**src/rtl/sha2_256_core.sv**
```systemverilog
// rtl/sha2_256_core.sv - SHA-256/SHA-224 block compression engine, 1/2/4 rounds per clock.
// Optional abort input enabled by defining SHA2_ABORT_EN.
module sha2_256_core #(
  parameter int ROUNDS_PER_CYCLE = 1
) (
  input  logic         clk,
  input  logic         reset_n,
`ifdef SHA2_ABORT_EN
  input  logic         abort,
`endif
  input  logic         blk_valid,
  output logic         blk_ready,
  input  logic [511:0] blk_data,
  input  logic         blk_last,
  input  logic         mode,
  output logic         busy,
  output logic         dig_valid,
  input  logic         dig_ready,
  output logic [255:0] digest
);

  localparam int R = ROUNDS_PER_CYCLE;
  localparam logic [5:0] R_STEP   = 6'(R);
  localparam logic [5:0] LAST_CNT = 6'(64 - R);

  if (R != 1 && R != 2 && R != 4) begin : g_bad_rounds
    $error("ROUNDS_PER_CYCLE must be 1, 2 or 4");
  end

  localparam logic [31:0] K [64] = '{
    32'h428a2f98, 32'h71374491, 32'hb5c0fbcf, 32'he9b5dba5, 32'h3956c25b, 32'h59f111f1, 32'h923f82a4, 32'hab1c5ed5,
    32'hd807aa98, 32'h12835b01, 32'h243185be, 32'h550c7dc3, 32'h72be5d74, 32'h80deb1fe, 32'h9bdc06a7, 32'hc19bf174,
    32'he49b69c1, 32'hefbe4786, 32'h0fc19dc6, 32'h240ca1cc, 32'h2de92c6f, 32'h4a7484aa, 32'h5cb0a9dc, 32'h76f988da,
    32'h983e5152, 32'ha831c66d, 32'hb00327c8, 32'hbf597fc7, 32'hc6e00bf3, 32'hd5a79147, 32'h06ca6351, 32'h14292967,
    32'h27b70a85, 32'h2e1b2138, 32'h4d2c6dfc, 32'h53380d13, 32'h650a7354, 32'h766a0abb, 32'h81c2c92e, 32'h92722c85,
    32'ha2bfe8a1, 32'ha81a664b, 32'hc24b8b70, 32'hc76c51a3, 32'hd192e819, 32'hd6990624, 32'hf40e3585, 32'h106aa070,
    32'h19a4c116, 32'h1e376c08, 32'h2748774c, 32'h34b0bcb5, 32'h391c0cb3, 32'h4ed8aa4a, 32'h5b9cca4f, 32'h682e6ff3,
    32'h748f82ee, 32'h78a5636f, 32'h84c87814, 32'h8cc70208, 32'h90befffa, 32'ha4506ceb, 32'hbef9a3f7, 32'hc67178f2
  };

  localparam logic [31:0] IV256 [8] = '{
    32'h6a09e667, 32'hbb67ae85, 32'h3c6ef372, 32'ha54ff53a,
    32'h510e527f, 32'h9b05688c, 32'h1f83d9ab, 32'h5be0cd19
  };
  localparam logic [31:0] IV224 [8] = '{
    32'hc1059ed8, 32'h367cd507, 32'h3070dd17, 32'hf70e5939,
    32'hffc00b31, 32'h68581511, 32'h64f98fa7, 32'hbefa4fa4
  };

  function automatic logic [31:0] rotr(input logic [31:0] x, input int n);
    return (x >> n) | (x << (32 - n));
  endfunction

  typedef enum logic [2:0] {S_IDLE, S_WAIT, S_ROUND, S_UPDATE, S_DONE} state_e;

  state_e        state_q, state_d;
  logic [5:0]    cnt_q;
  logic          last_q;
  logic          mode_q;
  logic [255:0]  digest_q;
  logic [31:0]   h_q   [8];
  logic [31:0]   v_q   [8];
  logic [31:0]   w_q   [16];
  logic [31:0]   v_rnd [8];
  logic [31:0]   w_rnd [16];
  logic [31:0]   h_sum [8];
  logic [255:0]  dig_sum;
  logic [31:0]   t1, t2, w_new;
  logic          go_idle;

`ifdef SHA2_ABORT_EN
  assign go_idle = abort;
`else
  assign go_idle = 1'b0;
`endif

  always_ff @(posedge clk) begin
    if (!reset_n) state_q <= S_IDLE;
    else          state_q <= state_d;
  end

  always_comb begin
    state_d   = state_q;
    blk_ready = 1'b0;
    busy      = 1'b1;
    dig_valid = 1'b0;
    case (state_q)
      S_IDLE: begin
        blk_ready = 1'b1;
        busy      = 1'b0;
        if (blk_valid) state_d = S_ROUND;
      end
      S_WAIT: begin
        blk_ready = 1'b1;
        if (blk_valid) state_d = S_ROUND;
      end
      S_ROUND:  if (cnt_q == LAST_CNT) state_d = S_UPDATE;
      S_UPDATE: state_d = last_q ? S_DONE : S_WAIT;
      S_DONE: begin
        dig_valid = 1'b1;
        if (dig_ready) state_d = S_IDLE;
      end
      default:  state_d = S_IDLE;
    endcase
    if (go_idle) state_d = S_IDLE;
  end

  // R chained rounds; the 16-word window slides one word per round.
  always_comb begin
    v_rnd = v_q;
    w_rnd = w_q;
    t1    = '0;
    t2    = '0;
    w_new = '0;
    for (int r = 0; r < R; r++) begin
      t1 = v_rnd[7]
         + (rotr(v_rnd[4], 6) ^ rotr(v_rnd[4], 11) ^ rotr(v_rnd[4], 25))
         + ((v_rnd[4] & v_rnd[5]) ^ (~v_rnd[4] & v_rnd[6]))
         + K[cnt_q + 6'(r)] + w_rnd[0];
      t2 = (rotr(v_rnd[0], 2) ^ rotr(v_rnd[0], 13) ^ rotr(v_rnd[0], 22))
         + ((v_rnd[0] & v_rnd[1]) ^ (v_rnd[0] & v_rnd[2]) ^ (v_rnd[1] & v_rnd[2]));
      w_new = (rotr(w_rnd[14], 17) ^ rotr(w_rnd[14], 19) ^ (w_rnd[14] >> 10))
            + w_rnd[9]
            + (rotr(w_rnd[1], 7) ^ rotr(w_rnd[1], 18) ^ (w_rnd[1] >> 3))
            + w_rnd[0];
      for (int j = 7; j > 0; j--) v_rnd[j] = v_rnd[j-1];
      v_rnd[4] = v_rnd[4] + t1;
      v_rnd[0] = t1 + t2;
      for (int j = 0; j < 15; j++) w_rnd[j] = w_rnd[j+1];
      w_rnd[15] = w_new;
    end
  end

  always_comb begin
    dig_sum = '0;
    for (int i = 0; i < 8; i++) begin
      h_sum[i] = h_q[i] + v_q[i];
      dig_sum[255-32*i -: 32] = h_sum[i];
    end
    if (mode_q) dig_sum[31:0] = '0;
  end

  always_ff @(posedge clk) begin
    if (!reset_n) begin
      cnt_q    <= '0;
      last_q   <= 1'b0;
      mode_q   <= 1'b0;
      digest_q <= '0;
    end else if (go_idle) begin
      cnt_q <= '0;
    end else begin
      case (state_q)
        S_IDLE: if (blk_valid) begin
          mode_q <= mode;
          last_q <= blk_last;
          cnt_q  <= '0;
          for (int i = 0; i < 8; i++) begin
            h_q[i] <= mode ? IV224[i] : IV256[i];
            v_q[i] <= mode ? IV224[i] : IV256[i];
          end
          for (int j = 0; j < 16; j++) w_q[j] <= blk_data[511-32*j -: 32];
        end
        S_WAIT: if (blk_valid) begin
          last_q <= blk_last;
          v_q    <= h_q;
          for (int j = 0; j < 16; j++) w_q[j] <= blk_data[511-32*j -: 32];
        end
        S_ROUND: begin
          v_q   <= v_rnd;
          w_q   <= w_rnd;
          cnt_q <= cnt_q + R_STEP;
        end
        S_UPDATE: begin
          h_q   <= h_sum;
          cnt_q <= '0;
          if (last_q) digest_q <= dig_sum;
        end
        default: ;
      endcase
    end
  end

  assign digest = digest_q;

endmodule

```
**config.mk**
```make
export PLATFORM = sky130hd
export DESIGN_NAME = sha2_256_core
export DESIGN_NICKNAME = d
export VERILOG_FILES = /design/src/rtl/sha2_256_core.sv
export SDC_FILE = /design/constraint.sdc
export NUM_CORES = 2
export LEC_CHECK = 0
export ABC_AREA = 0
export BUFFER_PORTS_ARGS = -buffer_cell sky130_fd_sc_hd__buf_4
export CAP_MARGIN = 10
export CORE_MARGIN = 1
export CORE_UTILIZATION = 55
export CTS_BUF_LIST = sky130_fd_sc_hd__clkbuf_2 sky130_fd_sc_hd__clkbuf_4 sky130_fd_sc_hd__clkbuf_8
export DETAILED_ROUTE_END_ITERATION = 12
export PLACE_DENSITY = 0.75
export SYNTH_ARGS = -nofsm -noshare
export SYNTH_HDL_FRONTEND = slang
export SYNTH_SLANG_ARGS = --single-unit
```
**constraint.sdc**
```tcl
create_clock -name clk -period 79.1 [get_ports clk]
set_input_delay 11.865 -clock clk [delete_from_list [all_inputs] [get_ports clk]]
set_output_delay 11.865 -clock clk [all_outputs]
set_load 0.02 [all_outputs]
```
Word-level counts from Yosys, hierarchy flattened
Memories as Yosys holds them, arrays and structs flattened.
Index checks and enable logic that the tools add are counted.
{ "word_totals": {"register_bits": 1291, "latchBits": 0, "ramBits": 0, "romBits": 2048, "elab_cells": 137, "mem_count": 1} }
{ "op_classes": {"add_sub_neg": 19, "mul": 0, "n_div": 0, "magnitude_cmp": 1, "n_eq_ne": 10, "shifts": 0, "mux": 27, "bitwise_logic": 28, "n_reduce_logical": 14} }
{ "mem_list": {"columns": ["memory", "depth", "word_bits", "rd", "rd_clocked_by_memory_dff", "write_ports", "line", "text"], "rows": [
  ["(name not given)", 64, 32, 1, 0, 0, "119", "+ K[cnt_q + 6'(r)] + w_rnd[0];"]
]} }
{ "op_table": {"columns": ["cell", "count"], "rows": [
  ["one-hot mux 512 bit (2 select lines)", 1],
  ["one-hot mux 256 bit (3 select lines)", 1],
  ["adder 32 bit", 18],
  ["two-way mux 256 bit", 2],
  ["two-way mux 512 bit", 1],
  ["one-hot mux 256 bit (2 select lines)", 1],
  ["bitwise XOR 32 bit", 9],
  ["two-way mux 32 bit", 8],
  ["bitwise AND 32 bit", 5],
  ["two-way mux 31 bit", 2],
  ["inverter 32 bit", 1],
  ["bitwise OR 10 x 32 -> 32 bit", 1],
  ["bitwise OR 13 x 32 -> 32 bit", 1],
  ["bitwise OR 14 x 32 -> 32 bit", 1],
  ["bitwise OR 15 x 32 -> 32 bit", 1],
  ["bitwise OR 19 x 32 -> 32 bit", 1],
  ["bitwise OR 21 x 32 -> 32 bit", 1],
  ["bitwise OR 25 x 32 -> 32 bit", 1],
  ["bitwise OR 26 x 32 -> 32 bit", 1],
  ["bitwise OR 30 x 32 -> 32 bit", 1],
  ["bitwise OR 7 x 32 -> 32 bit", 1],
  ["bitwise XOR 32 x 22 -> 32 bit", 1],
  ["bitwise XOR 32 x 29 -> 32 bit", 1],
  ["two-way mux 28 bit", 1],
  ["other kinds (21)", 37]
]} }

Longest topological paths before layout
{ "logic_depth": {"ltp_word": 9, "depth_mapped": 38} }

Worst setup path before layout
OpenSTA, ideal clock, no wires.
{ "synth_timing": {"kind": "input to register", "startpoint": "input reset_n", "endpoint": "register w_q[0] (netlist bit) (enable)", "setup_ns": 1.560, "t_arrival_ns": 36.790, "path_slack_ns": 40.750, "path_stages": 3, "path_cell_list": "clkbuf_1 -> nand2b_1 -> a21oi_1"} }
{ "synth_via": {"elab_chain_len": 1} }
{ "synth_lines": {"columns": ["item", "line", "text"], "rows": [
  ["start, declared", "7", "input logic reset_n,"],
  ["AND reduction 3 bit (no source line)", null, null],
  ["end signal, assigned", "170", "w_q <= w_rnd;"],
  ["end, declared", "63", "logic [31:0] w_q [16];"]
]} }
No other way between the ends.
A chain may end at the register's enable or synchronous reset.

Final worst setup path
{ "layout_timing": {"startpoint": "input reset_n", "endpoint": "register w_q[298] (netlist bit) (enable)"} }
The elaborated chain is that of the path after synthesis.

==> impl_metrics.env <==
export IMPL_status="finished, final reports clean"
export IMPL_ff_latch_area_sq_um=36100
export IMPL_syn_nets=9523
export IMPL_via_per_inst=6.14
export IMPL_first_global_vias=63418
export IMPL_drc=0
export IMPL_worst_hold_startpoint="digest[187]"
export IMPL_root_buffer="clkbuf_8"
export IMPL_gr_usage_all_layers_pct=40.0
export IMPL_ys_dominant_reg_cell="edfxtp_1"
export IMPL_layout_min_cycle_time_ns=14.53
export IMPL_place_area_sq_um=86500
export IMPL_wl_per_cell_microns=27.1
export IMPL_final_setup_tns_ns=0
export IMPL_layout_nets=10115
export IMPL_grt_overflow_total=0
export IMPL_max_cap_violations=0
export IMPL_clk_latency_ns=0.97
export IMPL_crit_reg2reg_capture="v_q[254]"
export IMPL_post_route_period_util_pct=18.4
export IMPL_design_core_area_sq_um=143000
export IMPL_area_growth_from_synthesis_to_final_layout_pct=14.9
export IMPL_grt_max_degree=229
export IMPL_setup_worst_path_end_class="flip-flop"
export IMPL_via_count=68175
export IMPL_worst_path_arrival_ns=15.09
export IMPL_synth_cell_type_count=88
export IMPL_floorplan_die_height_microns=382
export IMPL_drt_wl_total_microns=300000
export IMPL_drt_iter0_markers=9478
export IMPL_cts_tree="built"
export IMPL_initial_antenna_violation_count=27
export IMPL_synthesis_instances=8413
export IMPL_seq_total_area_yosys_pct=45.5
export IMPL_timing_rr_start="cnt_q[0]"
export IMPL_area_of_combinational_cells_with_multiple_inputs_sq_um=39700
export IMPL_postSynthAreaPerCell_sq_um=9.43
export IMPL_path_common_cell="buf_4"
export IMPL_cpPeakStageDelay_ns=0.99
export IMPL_worst_clock_skew_ns=0.0434
export IMPL_criticalPathCategory="primary input to flip-flop"
export IMPL_critical_path_cell_chain="buf_4 > nand2b_1 > a21oi_4 > buf_4 > buf_12 > buf_4"
export IMPL_clock_path_buffers=3
export IMPL_utilization_pct=63.6
export IMPL_place_port_buffers=776
export IMPL_post_dp_hpwl_microns=225000
export IMPL_reg2reg_slack_ns=69.11
export IMPL_async_reset_ff_share_pct=0
export IMPL_row_count=139
export IMPL_setup_viol=0
export IMPL_area_of_the_die_sq_um=146000
export IMPL_number_of_search_and_repair_iterations_in_the_first_detailed_routing_pass=7
export IMPL_crit_fanout=187
export IMPL_yosysWarnings=0
export IMPL_initial_cell_density_of_the_core_pct=55.4
export IMPL_cts_sinks=1291
export IMPL_cts_hold_fix_buffers=0
export IMPL_gp_weighted_congestion=1.02
export IMPL_hold_path_class="flip-flop to flip-flop"
export IMPL_maxClockFrequency_ghz=0.0688
export IMPL_cell_depth_of_the_worst_flop_to_flop_path=32
export IMPL_endpoint_of_the_worst_hold_timing_path="digest[187]"
export IMPL_hold_viol=0
export IMPL_transition_time_at_the_pin_with_the_least_slew_margin_ns=1.25
export IMPL_grt_first_pass_wirelength_microns=427000
export IMPL_io_pin_count=777
export IMPL_filler_cell_count=11892
export IMPL_drtAntennaViolNets=0
export IMPL_slew_violations=0
export IMPL_drive_above_1_share_pct=14.3
export IMPL_htree_num_levels=4
export IMPL_cts_setup_buffers=0
export IMPL_worst_setup_path_start_kind="primary input"
export IMPL_setup_repair_after_global_routing_missed_its_margin="no"
export IMPL_min_path_cells=2
export IMPL_yosys_register_bits=1291
export IMPL_cpMaxStageDelayCell="buf_4"
export IMPL_post_cts_resized=0
export IMPL_category_of_cells_accounting_for_the_largest_share_of_critical_path_delay="buffers and inverters"
export IMPL_critical_path_buf_inv_count=4
export IMPL_die_x_microns=382
export IMPL_relSlewSlack_pct=16.9
export IMPL_design_area_sq_um=91200
export IMPL_synth_edf_count=1024
export IMPL_cts_made_buffers=213
export IMPL_post_synth_instance_area_sq_um=79400
export IMPL_worstPathRequired_ns=79.66
export IMPL_clk_transition_reported_paths_ns=0.06
==> per-layer routing <==
layer	up-vias	wire, microns	global-route usage [%]
met1	32798	118000	54.8
li1	30489	-	-
met2	4206	130000	58.5
met3	672	37700	12.2
met5	-	54	0
met4	10	14500	17.6
==> cell usage in the layout (no fill, tap or decap), types with 13 or more instances in the layout <==
cell type | synthesis | layout
xnor2_1 | 337 | 337
clkbuf_8 | 0 | 241
a22oi_1 | 75 | 75
a22o_1 | 43 | 43
clkbuf_4 | 0 | 73
bufinv_16 | 0 | 13
buf_4 | 0 | 844
mux2i_1 | 13 | 13
or3_1 | 24 | 24
a21oi_1 | 549 | 547
o21a_1 | 71 | 71
clkinv_1 | 2 | 16
nor3_1 | 81 | 81
a221o_1 | 110 | 110
diode_2 | 0 | 24
o21bai_1 | 58 | 58
a211oi_1 | 59 | 59
nand2b_1 | 74 | 72
fa_1 | 197 | 197
nand2_1 | 1852 | 1848
ha_1 | 395 | 395
dfxtp_1 | 267 | 264
nand3_1 | 100 | 100
a31oi_1 | 51 | 51
o211ai_1 | 38 | 38
o311ai_0 | 14 | 14
clkinv_2 | 0 | 25
nand4_1 | 35 | 35
nor2_1 | 581 | 578
edfxtp_1 | 1024 | 1024
xor2_1 | 256 | 256
and2_1 | 28 | 26
a21o_1 | 225 | 225
and3_1 | 45 | 43
a21boi_0 | 16 | 16
inv_1 | 515 | 513
mux2_2 | 29 | 29
o21ai_0 | 474 | 474
nor2b_1 | 42 | 42
o31ai_1 | 33 | 33
==> final cells by class <==
class | count | share of cell area (%)
antenna | 24 | 0.0659
clock buffer | 314 | 4.24
tap | 1903 | 2.61
multi-input combinational | 6134 | 43.5
inverter | 517 | 2.14
clock inverter | 67 | 0.822
sequential | 1291 | 39.6
timing repair buffer | 848 | 7.04
==> worst reg2reg max path: cells and delay by family (launching register included) <==
| kind | cells | cell delay (ns) |
|---|---|---|
| compound gates | 16 | 3.99 |
| buf+inv | 6 | 1.55 |
| xor+xnor | 2 | 0.85 |
| simple gates | 2 | 0.37 |
| fa+ha+maj | 6 | 2.65 |
| flops | 1 | 0.31 |
==> cells by family (layout without fill, tap and decap cells) <==
kind of cell | Yosys count | count (layout) | share of synthesized area, %
buf+inv | 988 | 1746 | 4.67
flops | 1291 | 1291 | 45.5
other cells | 0 | 24 | 0
mux | 48 | 48 | 0.746
fa+ha+maj | 595 | 595 | 11.2
simple gates | 2920 | 2920 | 15.1
xor+xnor | 593 | 593 | 6.54
compound gates | 1978 | 1978 | 16.2
==> metrics by stage <==
step	hold slack (ns)	setup WS [ns]	cells
6_report	0.456	64.57	11098
4_1_cts	0.457	64.56	11074
3_3_place_gp	0.445	63.57	10693
3_5_place_dp	0.449	63.53	10693
2_1_floorplan	0.484	40.75	8413
5_1_grt	0.473	64.32	11091
==> synthesized netlist by cell type, drive strengths merged, types with 11 or more instances <==
master   count  area, sq um
and2        29          184
xnor2      337         2950
a21oi      550         2760
o21ai      483         2420
nand3      100          500
or3         25          158
a21o       225         1690
a22oi       75          563
or2         12         75.1
a21boi      16          120
nor3        81          405
nand2     1852         6950
a31oi       51          319
a211oi      60          455
clkbuf     436         1640
nor2       581         2180
dfxtp      267         5350
and3        45          282
o2111ai     11         96.3
nand2b      74          463
buf         35          131
a221oi      14          148
mux2i       13          130
edfxtp    1024        30700
or4         11         82.6
xor2       256         2240
o211ai      39          298
o311ai      14          123
mux2        29          327
nand4       35          219
fa         197         3940
o21a        71          533
a221o      110         1100
ha         395         4940
nor2b       42          263
o21bai      58          435
o31ai       33          248
inv        515         1930
a22o        43          377
==> sequential cells by signal, indices dropped and copies added, names as in the netlist <==
signal   flops
cnt_q        6
digest     256
h_q        256
mode_q       1
state_q      3
v_q        256
w_q        512
last_q       1
==> worst max path at each step <==
stage | from | to | cells after the start
2_1_floorplan | reset_n | w_q[0] | 3
3_3_place_gp | reset_n | w_q[293] | 6
3_5_place_dp | reset_n | w_q[293] | 6
4_1_cts | reset_n | w_q[255] | 6
5_1_grt | reset_n | w_q[255] | 6
6_report | reset_n | w_q[298] | 6
Power is left out: the tool's default activity adds up to more than one toggle a clock period on the data nets, which glitch-free logic cannot reach.
